`config.mk`:
```
export PLATFORM = sky130hd
export DESIGN_NAME = pcs_receive
export DESIGN_NICKNAME = d
export VERILOG_FILES = /design/src/rtl/pcs_receive_pkg.sv /design/src/rtl/pcs_receive_dec_8b10b.sv /design/src/rtl/pcs_receive.sv
export SDC_FILE = /design/constraint.sdc
export NUM_CORES = 1
export LEC_CHECK = 0
export BUFFER_PORTS_ARGS = -buffer_cell sky130_fd_sc_hd__buf_2
export CORE_MARGIN = 10
export CORE_UTILIZATION = 49
export DETAILED_ROUTE_END_ITERATION = 6
export GPL_ROUTABILITY_DRIVEN = 0
export MAX_ROUTING_LAYER = met4
export PLACE_DENSITY = 0.85
export SYNTH_ARGS = -nofsm -noshare
export SYNTH_HDL_FRONTEND = slang
export SYNTH_HIERARCHICAL = 1
export SYNTH_SLANG_ARGS = --single-unit
```
`constraint.sdc`:
```
create_clock -name Clk -period 2.2 [get_ports Clk]
set_clock_uncertainty 0.05 [all_clocks]
set_input_delay 0.11 -clock Clk [delete_from_list [all_inputs] [get_ports Clk]]
set_output_delay 0.11 -clock Clk [all_outputs]
set_load 0.02 [all_outputs]
```
`src/rtl/pcs_receive_pkg.sv`:
```
// Shared definitions for the 1000BASE-X PCS receive path: special code
// groups in both running disparities, SUDI field positions and FSM states.
package pcs_receive_pkg;

    localparam int SUDI_EVEN   = 10;
    localparam int SUDI_CG_MSB = 9;

    localparam logic [9:0] K28_5_N = 10'b0011111010;
    localparam logic [9:0] K28_5_P = 10'b1100000101;
    localparam logic [9:0] K27_7_N = 10'b1101101000;
    localparam logic [9:0] K27_7_P = 10'b0010010111;
    localparam logic [9:0] K29_7_N = 10'b1011101000;
    localparam logic [9:0] K29_7_P = 10'b0100010111;
    localparam logic [9:0] K23_7_N = 10'b1110101000;
    localparam logic [9:0] K23_7_P = 10'b0001010111;

    typedef enum logic [3:0] {
        LINK_FAILED,
        WAIT_FOR_K,
        RX_K,
        IDLE_D,
        CARRIER_ERR,
        START_OF_PACKET,
        RECEIVE,
        EOP,
        EXTEND
    } rx_state_t;

    function automatic logic cg_match(
        input logic [9:0] cg,
        input logic [9:0] rd_n,
        input logic [9:0] rd_p
    );
        return (cg == rd_n) || (cg == rd_p);
    endfunction

endpackage

```
`src/rtl/pcs_receive_dec_8b10b.sv`:
```
// Combinational 8b/10b decoder; accepts either running disparity form
// and flags control groups. Disparity itself is not tracked.
module dec_8b10b (
    input  logic [9:0] code_group,
    output logic [7:0] octet,
    output logic       is_k,
    output logic       valid
);

    logic [5:0] six;
    logic [3:0] four;
    logic [3:0] four_adj;
    logic [4:0] x;
    logic [2:0] y;
    logic       ok6;
    logic       ok4;
    logic       k28;
    logic       alt;
    logic       a7_ok;
    logic       k7_ok;

    assign six  = code_group[9:4];
    assign four = code_group[3:0];

    always_comb begin
        x   = 5'd0;
        ok6 = 1'b1;
        k28 = 1'b0;
        case (six)
            6'b100111, 6'b011000: x = 5'd0;
            6'b011101, 6'b100010: x = 5'd1;
            6'b101101, 6'b010010: x = 5'd2;
            6'b110001:            x = 5'd3;
            6'b110101, 6'b001010: x = 5'd4;
            6'b101001:            x = 5'd5;
            6'b011001:            x = 5'd6;
            6'b111000, 6'b000111: x = 5'd7;
            6'b111001, 6'b000110: x = 5'd8;
            6'b100101:            x = 5'd9;
            6'b010101:            x = 5'd10;
            6'b110100:            x = 5'd11;
            6'b001101:            x = 5'd12;
            6'b101100:            x = 5'd13;
            6'b011100:            x = 5'd14;
            6'b010111, 6'b101000: x = 5'd15;
            6'b011011, 6'b100100: x = 5'd16;
            6'b100011:            x = 5'd17;
            6'b010011:            x = 5'd18;
            6'b110010:            x = 5'd19;
            6'b001011:            x = 5'd20;
            6'b101010:            x = 5'd21;
            6'b011010:            x = 5'd22;
            6'b111010, 6'b000101: x = 5'd23;
            6'b110011, 6'b001100: x = 5'd24;
            6'b100110:            x = 5'd25;
            6'b010110:            x = 5'd26;
            6'b110110, 6'b001001: x = 5'd27;
            6'b001110:            x = 5'd28;
            6'b101110, 6'b010001: x = 5'd29;
            6'b011110, 6'b100001: x = 5'd30;
            6'b101011, 6'b010100: x = 5'd31;
            6'b001111, 6'b110000: begin
                x   = 5'd28;
                k28 = 1'b1;
            end
            default: ok6 = 1'b0;
        endcase
    end

    // K28 in RD+ carries the inverted 4b group
    assign four_adj = (six == 6'b110000) ? ~four : four;

    always_comb begin
        y   = 3'd0;
        ok4 = 1'b1;
        alt = 1'b0;
        case (four_adj)
            4'b1011, 4'b0100: y = 3'd0;
            4'b1001:          y = 3'd1;
            4'b0101:          y = 3'd2;
            4'b1100, 4'b0011: y = 3'd3;
            4'b1101, 4'b0010: y = 3'd4;
            4'b1010:          y = 3'd5;
            4'b0110:          y = 3'd6;
            4'b1110, 4'b0001: y = 3'd7;
            4'b0111, 4'b1000: begin
                y   = 3'd7;
                alt = 1'b1;
            end
            default: ok4 = 1'b0;
        endcase
    end

    assign a7_ok = ok6 && !k28 && (x inside {5'd11, 5'd13, 5'd14,
                                             5'd17, 5'd18, 5'd20});
    assign k7_ok = ok6 && !k28 && (x inside {5'd23, 5'd27, 5'd29, 5'd30});

    always_comb begin
        valid = 1'b0;
        is_k  = 1'b0;
        if (k28) begin
            valid = ok4 && ((y != 3'd7) || alt);
            is_k  = valid;
        end else if (alt && k7_ok) begin
            valid = 1'b1;
            is_k  = 1'b1;
        end else begin
            valid = ok6 && ok4 && (!alt || a7_ok);
        end
    end

    assign octet = {y, x};

endmodule

```
`src/rtl/pcs_receive.sv`:
```
// 1000BASE-X PCS receive FSM: turns synchronized code groups into
// GMII RXD/RX_DV/RX_ER with one cycle of registered latency.
module pcs_receive
    import pcs_receive_pkg::*;
#(
    parameter logic [7:0] PREAMBLE_BYTE = 8'h55,
    parameter logic [7:0] FALSE_CARRIER = 8'h0E
) (
    input  logic        Clk,
    input  logic        mr_main_reset,
    input  logic        code_sync_status,
    input  logic [10:0] SUDI,
    output logic [7:0]  RXD,
    output logic        RX_DV,
    output logic        RX_ER,
    output logic        receiving
);

    rx_state_t  state;
    rx_state_t  state_nx;
    logic [7:0] rxd_nx;
    logic       dv_nx;
    logic       er_nx;
    logic       recv_nx;

    logic [9:0] cg;
    logic       rx_even;
    logic [7:0] d_octet;
    logic       d_is_k;
    logic       d_valid;
    logic       is_d;
    logic       is_k285;
    logic       is_s;
    logic       is_t;
    logic       is_r;

    assign cg      = SUDI[SUDI_CG_MSB:0];
    assign rx_even = SUDI[SUDI_EVEN];

    dec_8b10b u_dec (
        .code_group (cg),
        .octet      (d_octet),
        .is_k       (d_is_k),
        .valid      (d_valid)
    );

    assign is_d    = d_valid && !d_is_k;
    assign is_k285 = cg_match(cg, K28_5_N, K28_5_P);
    assign is_s    = cg_match(cg, K27_7_N, K27_7_P);
    assign is_t    = cg_match(cg, K29_7_N, K29_7_P);
    assign is_r    = cg_match(cg, K23_7_N, K23_7_P);

    always_comb begin
        state_nx = state;
        rxd_nx   = 8'h00;
        dv_nx    = 1'b0;
        er_nx    = 1'b0;
        recv_nx  = 1'b0;
        if (!code_sync_status) begin
            // losing sync mid-packet is reported as a receive error
            state_nx = LINK_FAILED;
            er_nx    = receiving;
        end else begin
            unique case (state)
                LINK_FAILED: state_nx = WAIT_FOR_K;
                WAIT_FOR_K: begin
                    if (is_k285 && rx_even)
                        state_nx = RX_K;
                end
                RX_K: state_nx = is_d ? IDLE_D : WAIT_FOR_K;
                IDLE_D: begin
                    if (is_k285) begin
                        state_nx = RX_K;
                    end else if (is_s) begin
                        state_nx = START_OF_PACKET;
                        dv_nx    = 1'b1;
                        rxd_nx   = PREAMBLE_BYTE;
                        recv_nx  = 1'b1;
                    end else begin
                        state_nx = CARRIER_ERR;
                        er_nx    = 1'b1;
                        rxd_nx   = FALSE_CARRIER;
                    end
                end
                CARRIER_ERR: state_nx = is_k285 ? RX_K : WAIT_FOR_K;
                START_OF_PACKET, RECEIVE: begin
                    recv_nx  = 1'b1;
                    state_nx = RECEIVE;
                    if (is_d) begin
                        dv_nx  = 1'b1;
                        rxd_nx = d_octet;
                    end else if (is_t) begin
                        state_nx = EOP;
                    end else if (is_k285 && rx_even) begin
                        state_nx = RX_K;
                        er_nx    = 1'b1;
                        recv_nx  = 1'b0;
                    end else begin
                        dv_nx = 1'b1;
                        er_nx = 1'b1;
                    end
                end
                EOP: begin
                    if (is_r) begin
                        state_nx = EXTEND;
                    end else begin
                        state_nx = WAIT_FOR_K;
                        er_nx    = 1'b1;
                    end
                end
                EXTEND: begin
                    if (!is_r)
                        state_nx = is_k285 ? RX_K : WAIT_FOR_K;
                end
                default: state_nx = LINK_FAILED;
            endcase
        end
    end

    always_ff @(posedge Clk) begin
        if (!mr_main_reset) begin
            state     <= LINK_FAILED;
            RXD       <= 8'h00;
            RX_DV     <= 1'b0;
            RX_ER     <= 1'b0;
            receiving <= 1'b0;
        end else begin
            state     <= state_nx;
            RXD       <= rxd_nx;
            RX_DV     <= dv_nx;
            RX_ER     <= er_nx;
            receiving <= recv_nx;
        end
    end

endmodule

```
After elaboration in Yosys (flattened, before gate mapping)
Cells that the tools add are included.

Bits in registers: 15. Bits in latches: 0. Bits in writable memories: 0. Bits in read-only memories: 0. Input port bits: 14. Output and inout bits: 11. Logic and storage cells: 184. Memories kept: 0.

$add $sub $neg: 0. Multiply operators: 0. Div/mod/pow operators: 0. Order comparisons: 0. Equal/unequal tests: 91. Shift operators: 0. Muxes and demuxes: 42. Bitwise gates (word level): 1. Reductions and logical operators: 45.

Operators by type and width (count): one-hot mux 5 bit (31 select lines) (1); equality test 6 bit, second input constant (24); equality test 6 x 5 -> 1 bit, second input constant (14); OR reduction 48 bit (1); equality test 6 x 4 -> 1 bit, second input constant (7); equality test 10 bit, second input constant (4); OR reduction 2 bit (18); equality test 5 bit, second input constant (7); equality test 4 x 3 -> 1 bit, second input constant (8); equality test 4 bit, second input constant (8); one-hot mux 4 bit (8 select lines) (1); two-way mux 1 bit (22); one-hot mux 3 bit (7 select lines) (1); equality test 10 x 8 -> 1 bit, second input constant (2); equality test 6 x 3 -> 1 bit, second input constant (3); equality test 4 x 2 -> 1 bit, second input constant (4); two-way mux 4 bit (4); one-hot mux 8 bit (2 select lines) (1); equality test 5 x 4 -> 1 bit, second input constant (3); two-way mux 7 bit (2); OR reduction 14 bit (1); two-way mux 3 bit (4); equality test 10 x 7 -> 1 bit, second input constant (1); equality test 10 x 9 -> 1 bit, second input constant (1); 17 further kinds (37).

Longest topological paths before layout
Gate-level depths: netlist (run 1).

Depth after elaboration: 14. Mapped depth: 13. Mapped depth without buffers: 11.

By module
The synthesis (run 1) kept the hierarchy.

By module, submodules not included: dec_8b10b (instances 1, cells each 154, area an instance 930.9 um^2, seq. area each 0.0 um^2); pcs_receive (instances 1, cells each 95, area an instance 810.8 um^2, seq. area each 300.3 um^2).

Worst setup path before layout (run 1)
OpenSTA, ideal clock, no wires.

Kind: input to register. Start: input SUDI[7]. End: register state[1]. Setup time: 0.066 ns. Arrival time: 2.050 ns. Data required time: 2.084 ns. Slack: 0.034 ns. Stages on the path: 12. Buffers on the path: 2. Cell sequence: buf_2 -> nor2_2 -> and3_1 -> buf_4 -> a41oi_1 -> or3_1 -> o21ai_1 -> nor2b_1 -> o21a_1 -> a211oi_1 -> a311o_1 -> a21oi_2.

Word-level cells in the longest chain between the ends: 13. Elaborated cells on any way between the ends: 140. Those cells by class: eq/ne (81); mux (18); reduce/logical (41).

RTL lines: from (decl) (line pcs_receive.sv:12) `input logic [10:0] SUDI,`; equality test 6 x 4 -> 1 bit, or another cell as far along (line pcs_receive_dec_8b10b.sv:29) `case (six)`; OR reduction 3 bit (no source line), or another cell as far along; one-hot mux 5 bit (31 select lines), or another cell as far along (line pcs_receive_dec_8b10b.sv:29); equality test 5 x 4 -> 1 bit, or another cell as far along (line pcs_receive_dec_8b10b.sv:94) `assign a7_ok = ok6 && !k28 && (x inside {5'd11, 5'd13, 5'd14,`; nonzero test 6 bit, or another cell as far along (line pcs_receive_dec_8b10b.sv:94); logical AND 1 bit or logical NOT 1 bit (tied branches) (line pcs_receive_dec_8b10b.sv:94, pcs_receive_dec_8b10b.sv:108); logical OR 1 bit (line pcs_receive_dec_8b10b.sv:108) `valid = ok6 && ok4 && (!alt || a7_ok);`; logical AND 1 bit (line pcs_receive_dec_8b10b.sv:108); two-way mux 1 bit (line pcs_receive_dec_8b10b.sv:104) `end else if (alt && k7_ok) begin`; two-way mux 1 bit * (line pcs_receive_dec_8b10b.sv:101) `if (k28) begin`; via d_valid (line pcs_receive.sv:30) `logic d_valid;`; logical AND 1 bit * (line pcs_receive.sv:47) `assign is_d = d_valid && !d_is_k;`; two-way mux 3 bit or two-way mux 2 bit (tied branches) (line pcs_receive.sv:89, pcs_receive.sv:70); one-hot mux 4 bit (8 select lines) * (line pcs_receive.sv:64) `unique case (state)`; to (signal assigned) (line pcs_receive.sv:128) `state <= state_nx;`; to (decl) (line pcs_receive.sv:19) `rx_state_t state;`.

Mark *: on every way through the listed nets, which the timed path passes. The rest lies on a longest branch. The select of a mux whose other input is x is not followed. A chain may end at the register's enable or synchronous reset.

Worst setup path in the final report (run 1)
Start: input SUDI[5]. End: register state[2].

Word-level cells in the longest chain between the ends: 13. Elaborated cells on any way between the ends: 138. Those cells by class: eq/ne (81); mux (16); reduce/logical (41).

RTL lines: equality test 6 x 4 -> 1 bit, or another cell as far along (line pcs_receive_dec_8b10b.sv:29); OR reduction 3 bit (no source line), or another cell as far along; one-hot mux 5 bit (31 select lines), or another cell as far along (line pcs_receive_dec_8b10b.sv:29); equality test 5 x 4 -> 1 bit, or another cell as far along (line pcs_receive_dec_8b10b.sv:94); nonzero test 6 bit, or another cell as far along (line pcs_receive_dec_8b10b.sv:94); logical AND 1 bit or logical NOT 1 bit (tied branches) (line pcs_receive_dec_8b10b.sv:94, pcs_receive_dec_8b10b.sv:108); logical OR 1 bit (line pcs_receive_dec_8b10b.sv:108); logical AND 1 bit (line pcs_receive_dec_8b10b.sv:108); two-way mux 1 bit (line pcs_receive_dec_8b10b.sv:104); two-way mux 1 bit * (line pcs_receive_dec_8b10b.sv:101); via d_valid (line pcs_receive.sv:30); logical AND 1 bit * (line pcs_receive.sv:47); two-way mux 3 bit * (line pcs_receive.sv:89) `if (is_d) begin`; one-hot mux 4 bit (8 select lines) * (line pcs_receive.sv:64).

Mark *: on every way through the listed nets, which the timed path passes. The rest lies on a longest branch.

==> run_results.csv, run 1 <==
group,metric,value,unit
global_route,grt_pass1_vias,1933,
floorplan,boundaryPins,25,
power,cellPowerDensity,337,nW/µm²
drt,top_layer,"met4",
sta,fin_setup_tns,0,ps
worst_setup_path,reg2reg_to,"RXD[4]",
worst_setup_path,cp.arrival,2150,ps
power,ir_worst_vdd,0.000156,V
clocking,clockRootBuffer,"clkbuf_4",
place,place_inst,332,
global_route,antenna_found_initial,0,
worst_setup_path,crit_fanout,7,
clocking,h-tree-depth,1,
cells_and_area,finish.utilization,0.629,
floorplan,core,3390,µm²
synthesis,syn_avg_cell_area,6.99,µm²
synthesis,async_flop_share,0,
drt,viasPerCell,6.28,
floorplan,dieArea,6340,µm²
global_route,grtUsageTotal,0.160,
cells_and_area,stdcell_count,337,
synthesis,synth.distinct_cells,65,
worst_setup_path,slowest_delay,380,ps
worst_setup_path,critPathLaunchType,"input port",
worst_setup_path,cp_common_cell,"buf_4",
sta,slew_violations,0,
synthesis,postSynthCellCount,249,
synthesis,synth_top_area_frac,0.172,
min_path,min_path_type,"input port to register",
sta,max_slew_margin,0.740,
cells_and_area,drive_above_1_share,0.271,
synthesis,syn_area,1740,µm²
worst_setup_path,ff2ff_path_depth,5,
drt,first_iter_violations,332,
drt,drc_errors,0,
global_route,overflow,0,
clocking,clkTransAtPathRegs,90,ps
synthesis,yosys-top-cells-area,"dfxtp_1, nand2_1, a21oi_1, o21ai_0, buf_2",
worst_setup_path,cp_cell_sequence,"buf_2, or2_1, buf_4, maj3_1, o21ai_0, o21ai_1, nor2b_2, buf_4, o31ai_1, a21oi_1",
drt,vias,2115,
synthesis,ys_seq_area_frac,0.172,
floorplan,rows,21,
worst_setup_path,path_depth,10,
flow_run,drv_cap,0,
drt,met2_length,2380,µm
cells_and_area,nets,306,
floorplan,die_h,79.6,µm
min_path,hold_depth,3,
synthesis,synth_nets,263,
worst_setup_path,critical_path.top_delay_family,"compound AO/OA/AOI/OAI gates",
cells_and_area,antenna_cells,0,
place,hpwlAfterDp,3870,µm
status,outcome,"completed",
floorplan,die_w,79.6,µm
synthesis,yosysTopAreaCell,"dfxtp_1",
drt,drtAntennaViolNets,0,
sta,maxClockFrequency,488,MHz
drt,drt-total-wl,5120,µm
global_route,grt_max_degree,18,
sta,setup_viol,0,
sta,finalCriticalPeriod,2050,ps
power,p_leak,0.840,nW
synthesis,synth-main-ff-cell,"dfxtp_1",
global_route,grt_pass1_wl,8500,µm
cells_and_area,final_common_cell,"buf_4",
worst_setup_path,setup.worst_path.end_class,"register",
worst_setup_path,reg2reg_from,"state[2]",
synthesis,ys_seq_elements,15,
place,io_buffers,24,
sta,tightestPinTransition,381,ps
sta,worst_hold_slack,44.1,ps
clocking,clk_path_buf_depth,2,
cells_and_area,layout_common_cells,"buf_4, nand2_1, buf_2, a21oi_1, o21ai_0",
sta,fin_crit_sh,0.931,
worst_setup_path,path_buf_inv,3,
min_path,worstHoldStart,"mr_main_reset",
min_path,holdPathEnd,"RX_ER",
drt,wl_met1,2260,µm
clocking,clock_latency,280,ps
drt,dr.pass1.iters,6,
drt,wl_per_cell,15.2,µm
drt,dr_wl_met3,336,µm
worst_setup_path,crit_slowest_cell,"o31ai_1",
clocking,numCtsBuffers,3,
worst_setup_path,r2r_slack,370,ps
synthesis,yosysWarningCount,6,
clocking,cts_sinks,15,
cells_and_area,areaGrowthSynthToFinish,22.3,%
synthesis,synth_edf_count,0,
sta,rsz0062_at_grt,"no",
sta,finalHoldViolations,0,
worst_setup_path,path_class,"input port to register",
floorplan,start_util,0.514,
clocking,cts_tree,"done",
worst_setup_path,required,2300,ps
worst_setup_path,startpoint,"SUDI[5]",
## worst min-delay path, stage by stage
cell	delay, ps
buf_2	110
nand2_1	50
o22ai_1	60
## final cells by class
class                   count  area (µm²)
well taps                  46        57.6
inverters                   8        30.0
clock buffers               4        26.3
fillers                   290        1260
multi-input cells         204        1320
repair buffers             60         393
flip-flops and latches     15         300
## kinds of logic (layout without fill, tap and decap cells)
family          after synthesis  after routing  share of synthesized area
buf+inv                      30             72                     0.0783
xor+xnor                      4              4                     0.0201
simple gates                 97             97                      0.303
flops                        15             15                      0.172
compound gates              100            100                      0.409
fa+ha+maj                     3              3                     0.0172
## registers in the layout (all words and copies together), names as in the netlist
name / cells
RXD: 8
RX_DV: 1
RX_ER: 1
receiving: 1
state: 4
## worst max-delay path by stage
| stage | slack [ps] | to |
|---|---|---|
| final | 150 | state[2] |
| after global routing | 5 | state[2] |
| after CTS | 140 | state[1] |
| after detailed placement | -140 | state[1] |
| after global placement | -50 | state[2] |
| after floorplan | 30 | state[1] |
## synth_stat cells, types with 4 or more instances
| library cell | number |
|---|---|
| a21o_1 | 4 |
| a21oi_1 | 21 |
| and3_1 | 5 |
| buf_2 | 10 |
| clkbuf_1 | 9 |
| dfxtp_1 | 15 |
| inv_1 | 7 |
| nand2_1 | 31 |
| nand2b_1 | 8 |
| nand3_1 | 4 |
| nor2_1 | 11 |
| nor2b_1 | 7 |
| nor3_1 | 10 |
| o21ai_0 | 18 |
| o22ai_1 | 5 |
| o31ai_1 | 4 |
| xor2_1 | 4 |
## per-layer routing
layer	global-route usage	vias to the layer above
met3	0.0236	20
met5	-	-
li1	-	1025
met4	0.0663	0
met1	0.191	973
met2	0.260	97
## timing repair
action / CTS / global route
hold endpoints to repair: 1 / 0
gates resized for setup: 0 / 5
hold buffers: 1 / 0
endpoints found under the setup margin: 0 / 2
buffers inserted: 0 / 0
## power by group
part,total [mW],internal [mW],switching [mW]
registers,0.275,0.273,0.00225
logic,0.289,0.128,0.161
clock network,0.154,0.0703,0.0838
total,0.719,0.472,0.247
## metrics by stage
stage          area, µm²  power, mW  worst slack, ps
2_1_floorplan       1740      0.462             34.1
3_3_place_gp        2080      0.551            -49.0
3_5_place_dp        2080      0.558             -136
4_1_cts             2110      0.705              137
5_1_grt             2130      0.757             4.87
6_report            2130      0.719              151
Note: power is estimated with default switching activity, not from simulation.
==> run 2, diff against run 1 <==
--- a/config.mk
+++ b/config.mk
@@ -5,13 +5,14 @@
 export SDC_FILE = /design/constraint.sdc
 export NUM_CORES = 1
 export LEC_CHECK = 0
+export ABC_AREA = 1
 export BUFFER_PORTS_ARGS = -buffer_cell sky130_fd_sc_hd__buf_2
 export CORE_MARGIN = 10
 export CORE_UTILIZATION = 49
 export DETAILED_ROUTE_END_ITERATION = 6
 export GPL_ROUTABILITY_DRIVEN = 0
 export MAX_ROUTING_LAYER = met4
-export PLACE_DENSITY = 0.85
+export PLACE_DENSITY = 0.83
 export SYNTH_ARGS = -nofsm -noshare
 export SYNTH_HDL_FRONTEND = slang
 export SYNTH_HIERARCHICAL = 1
==> run_results.csv, run 2 <==
group,metric,value,unit
worst_setup_path,setup.worst_path.end_class,"register",
drt,drt-total-wl,13300,µm
floorplan,start_util,0.511,
synthesis,ys_seq_elements,15,
cells_and_area,largest_register_ffs,8,
global_route,met2_usage,0.381,
sta,rsz0062_at_grt,"yes",
power,cellPowerDensity,317,nW/µm²
synthesis,async_flop_share,0,
synthesis,synth_nets,448,
cells_and_area,antenna_cells,0,
worst_setup_path,cp.arrival,2930,ps
cells_and_area,nets,566,
global_route,antenna_found_initial,0,
synthesis,syn_area,2260,µm²
min_path,hold_depth,2,
global_route,busiest_layer,"met2",
global_route,overflow,0,
sta,setup_viol,14,
clocking,cts_sinks,15,
sta,finalCriticalPeriod,2810,ps
cells_and_area,nFillCells,218,
worst_setup_path,required,2310,ps
drt,drc_errors,114,
sta,layout_setup_ws,-614,ps
power,p_leak,2.03,nW
min_path,min_path_type,"input port to register",
global_route,grtUsageMet3,0.0539,
synthesis,synth_top_area_frac,0.221,
min_path,holdPathEnd,"RX_ER",
flow_run,drv_cap,0,
worst_setup_path,critPathLaunchType,"input port",
worst_setup_path,path_class,"input port to register",
worst_setup_path,r2r_slack,320,ps
worst_setup_path,reg2reg_from,"state[2]",
power,power,1.16,mW
global_route,grt_max_degree,14,
clocking,clockRootBuffer,"clkbuf_8",
global_route,grt_pass1_vias,3143,
sta,fin_crit_sh,1.28,
cells_and_area,layout_common_cells,"nand2_1, buf_4, nor2_1, inv_1, nand3_1",
sta,slew_violations,0,
clocking,cts_tree,"done",
status,violations,"DRC, setup timing",
synthesis,yosysTopAreaCell,"nand2_1",
worst_setup_path,critical_path.top_delay_family,"simple AND/OR/NAND/NOR gates",
worst_setup_path,ff2ff_path_depth,9,
place,io_buffers,24,
sta,max_slew_margin,0.687,
power,ir_worst_vdd,0.000221,V
drt,first_iter_violations,989,
worst_setup_path,path_buf_inv,6,
floorplan,die_h,87.9,µm
clocking,clock_latency,250,ps
place,dp_slack,-669,ps
global_route,use_met1,0.257,
synthesis,yosysWarningCount,6,
floorplan,rows,24,
drt,wl_per_cell,22.1,µm
floorplan,core,4410,µm²
synthesis,synth.distinct_cells,40,
global_route,grt_pass1_wl,14200,µm
sta,fin_setup_tns,-7240,ps
worst_setup_path,cp_cell_sequence,"buf_6, buf_6, nand2_4, inv_6, nand3_4, buf_12, xnor2_4, nor2_4, nand2_2, nand3_2, nor3_4, nand3_2, a21oi_4, inv_2, nor2_4, inv_2, nor2_4, nand2_1, a21oi_1",
clocking,numCtsBuffers,3,
worst_setup_path,reg2reg_to,"RX_ER",
drt,vias,4159,
sta,maxClockFrequency,355,MHz
sta,worst_hold_slack,92.7,ps
global_route,grtUsageTotal,0.225,
cells_and_area,finish.utilization,0.827,
cells_and_area,final_common_cell,"nand2_1",
synthesis,synth_edf_count,0,
floorplan,die_w,87.9,µm
worst_setup_path,crit_fanout,7,
synthesis,postSynthCellCount,434,
clocking,clk_path_buf_depth,2,
worst_setup_path,slowest_delay,340,ps
status,outcome,"finished with violations",
drt,viasPerCell,6.90,
sta,finalHoldViolations,0,
cells_and_area,areaGrowthSynthToFinish,61.7,%
clocking,clkTransAtPathRegs,70,ps
synthesis,synth.most_common_cell,"nand2_1",
cells_and_area,largestRegisters,"RXD (8), state (4)",
floorplan,dieArea,7720,µm²
drt,dr.pass1.iters,7,
synthesis,ys_seq_area_frac,0.133,
synthesis,synth-main-ff-cell,"dfxtp_1",
synthesis,syn_avg_cell_area,5.20,µm²
worst_setup_path,crit_slowest_cell,"xnor2_4",
worst_setup_path,cp_common_cell,"nor2_4",
min_path,worstHoldStart,"mr_main_reset",
floorplan,boundaryPins,25,
sta,tightestPinTransition,466,ps
synthesis,netlist_top_cells_count,"nand2_1, nor2_1, nand3_1",
cells_and_area,top_register,"RXD",
synthesis,yosys-top-cells-area,"nand2_1, nor2_1, dfxtp_1, nand3_1, inv_1",
clocking,h-tree-depth,1,
cells_and_area,drive_above_1_share,0.434,
drt,drtAntennaViolNets,0,
place,hpwlAfterDp,5750,µm
-- run 2: worst max path at each step --
stage          startpoint       end  slack, ps  cells past startpoint
5_1_grt           SUDI[4]    RXD[0]       -680                     17
3_3_place_gp      SUDI[9]     RX_DV       -580                     24
4_1_cts           SUDI[9]  state[0]       -190                     27
2_1_floorplan     SUDI[4]     RX_DV        -50                     21
6_report          SUDI[8]    RXD[0]       -610                     19
3_5_place_dp      SUDI[9]    RXD[3]       -670                     22
-- run 2: logic make-up (layout without fill, tap and decap cells) --
family          Yosys count  count (layout)  synth area share
xor+xnor                  6               6            0.0466
simple gates            319             319             0.633
compound gates           30              30            0.0804
buf+inv                  64             181             0.107
flops                    15              15             0.133
-- run 2: cell type report --
type | instances | area (µm²) | share of cell area
clock inverters | 1 | 5.00 | 0.00137
flip-flops and latches | 15 | 300 | 0.0823
repair buffers | 115 | 870 | 0.238
multi-input cells | 355 | 2130 | 0.583
clock buffers | 3 | 41.3 | 0.0113
inverters | 62 | 240 | 0.0658
well taps | 52 | 65.1 | 0.0178
-- run 2: routing by layer --
metal  share of wire  vias to the layer above  routed length [µm]
met1            0.31                     1772                4110
li1                -                     1604                   -
met4            0.12                        0                1560
met5               0                        -                   0
met3            0.15                      241                1990
met2            0.42                      542                5650
-- run 2: report_power, final --
| part | switching, mW | total, mW | internal [mW] |
|---|---|---|---|
| Combinational | 0.393 | 0.650 | 0.257 |
| Sequential | 0.00237 | 0.276 | 0.274 |
| Clock | 0.107 | 0.232 | 0.125 |
-- run 2: through the flow --
step                      area, µm²  instances
after CTS                      3260        592
after detailed placement       2950        572
after floorplan                2270        434
after global routing           3650        603
final                          3650        603
after global placement         2950        572
-- run 2: repair_timing --
action / CTS / global route
setup endpoints to repair: 14 / 14
gates resized for setup: 36 / 91
buffers inserted: 16 / 11
pin swaps: 30 / 32
hold buffers: 0 / 0
-- run 2: worst register-to-register path, delay by kind of cell (launching register included) --
family	cells	cell delay, ps
AO/OA/AOI/OAI	1	140
buffers and inverters	2	280
AND/OR/NAND/NOR	6	980
flip-flops	1	370
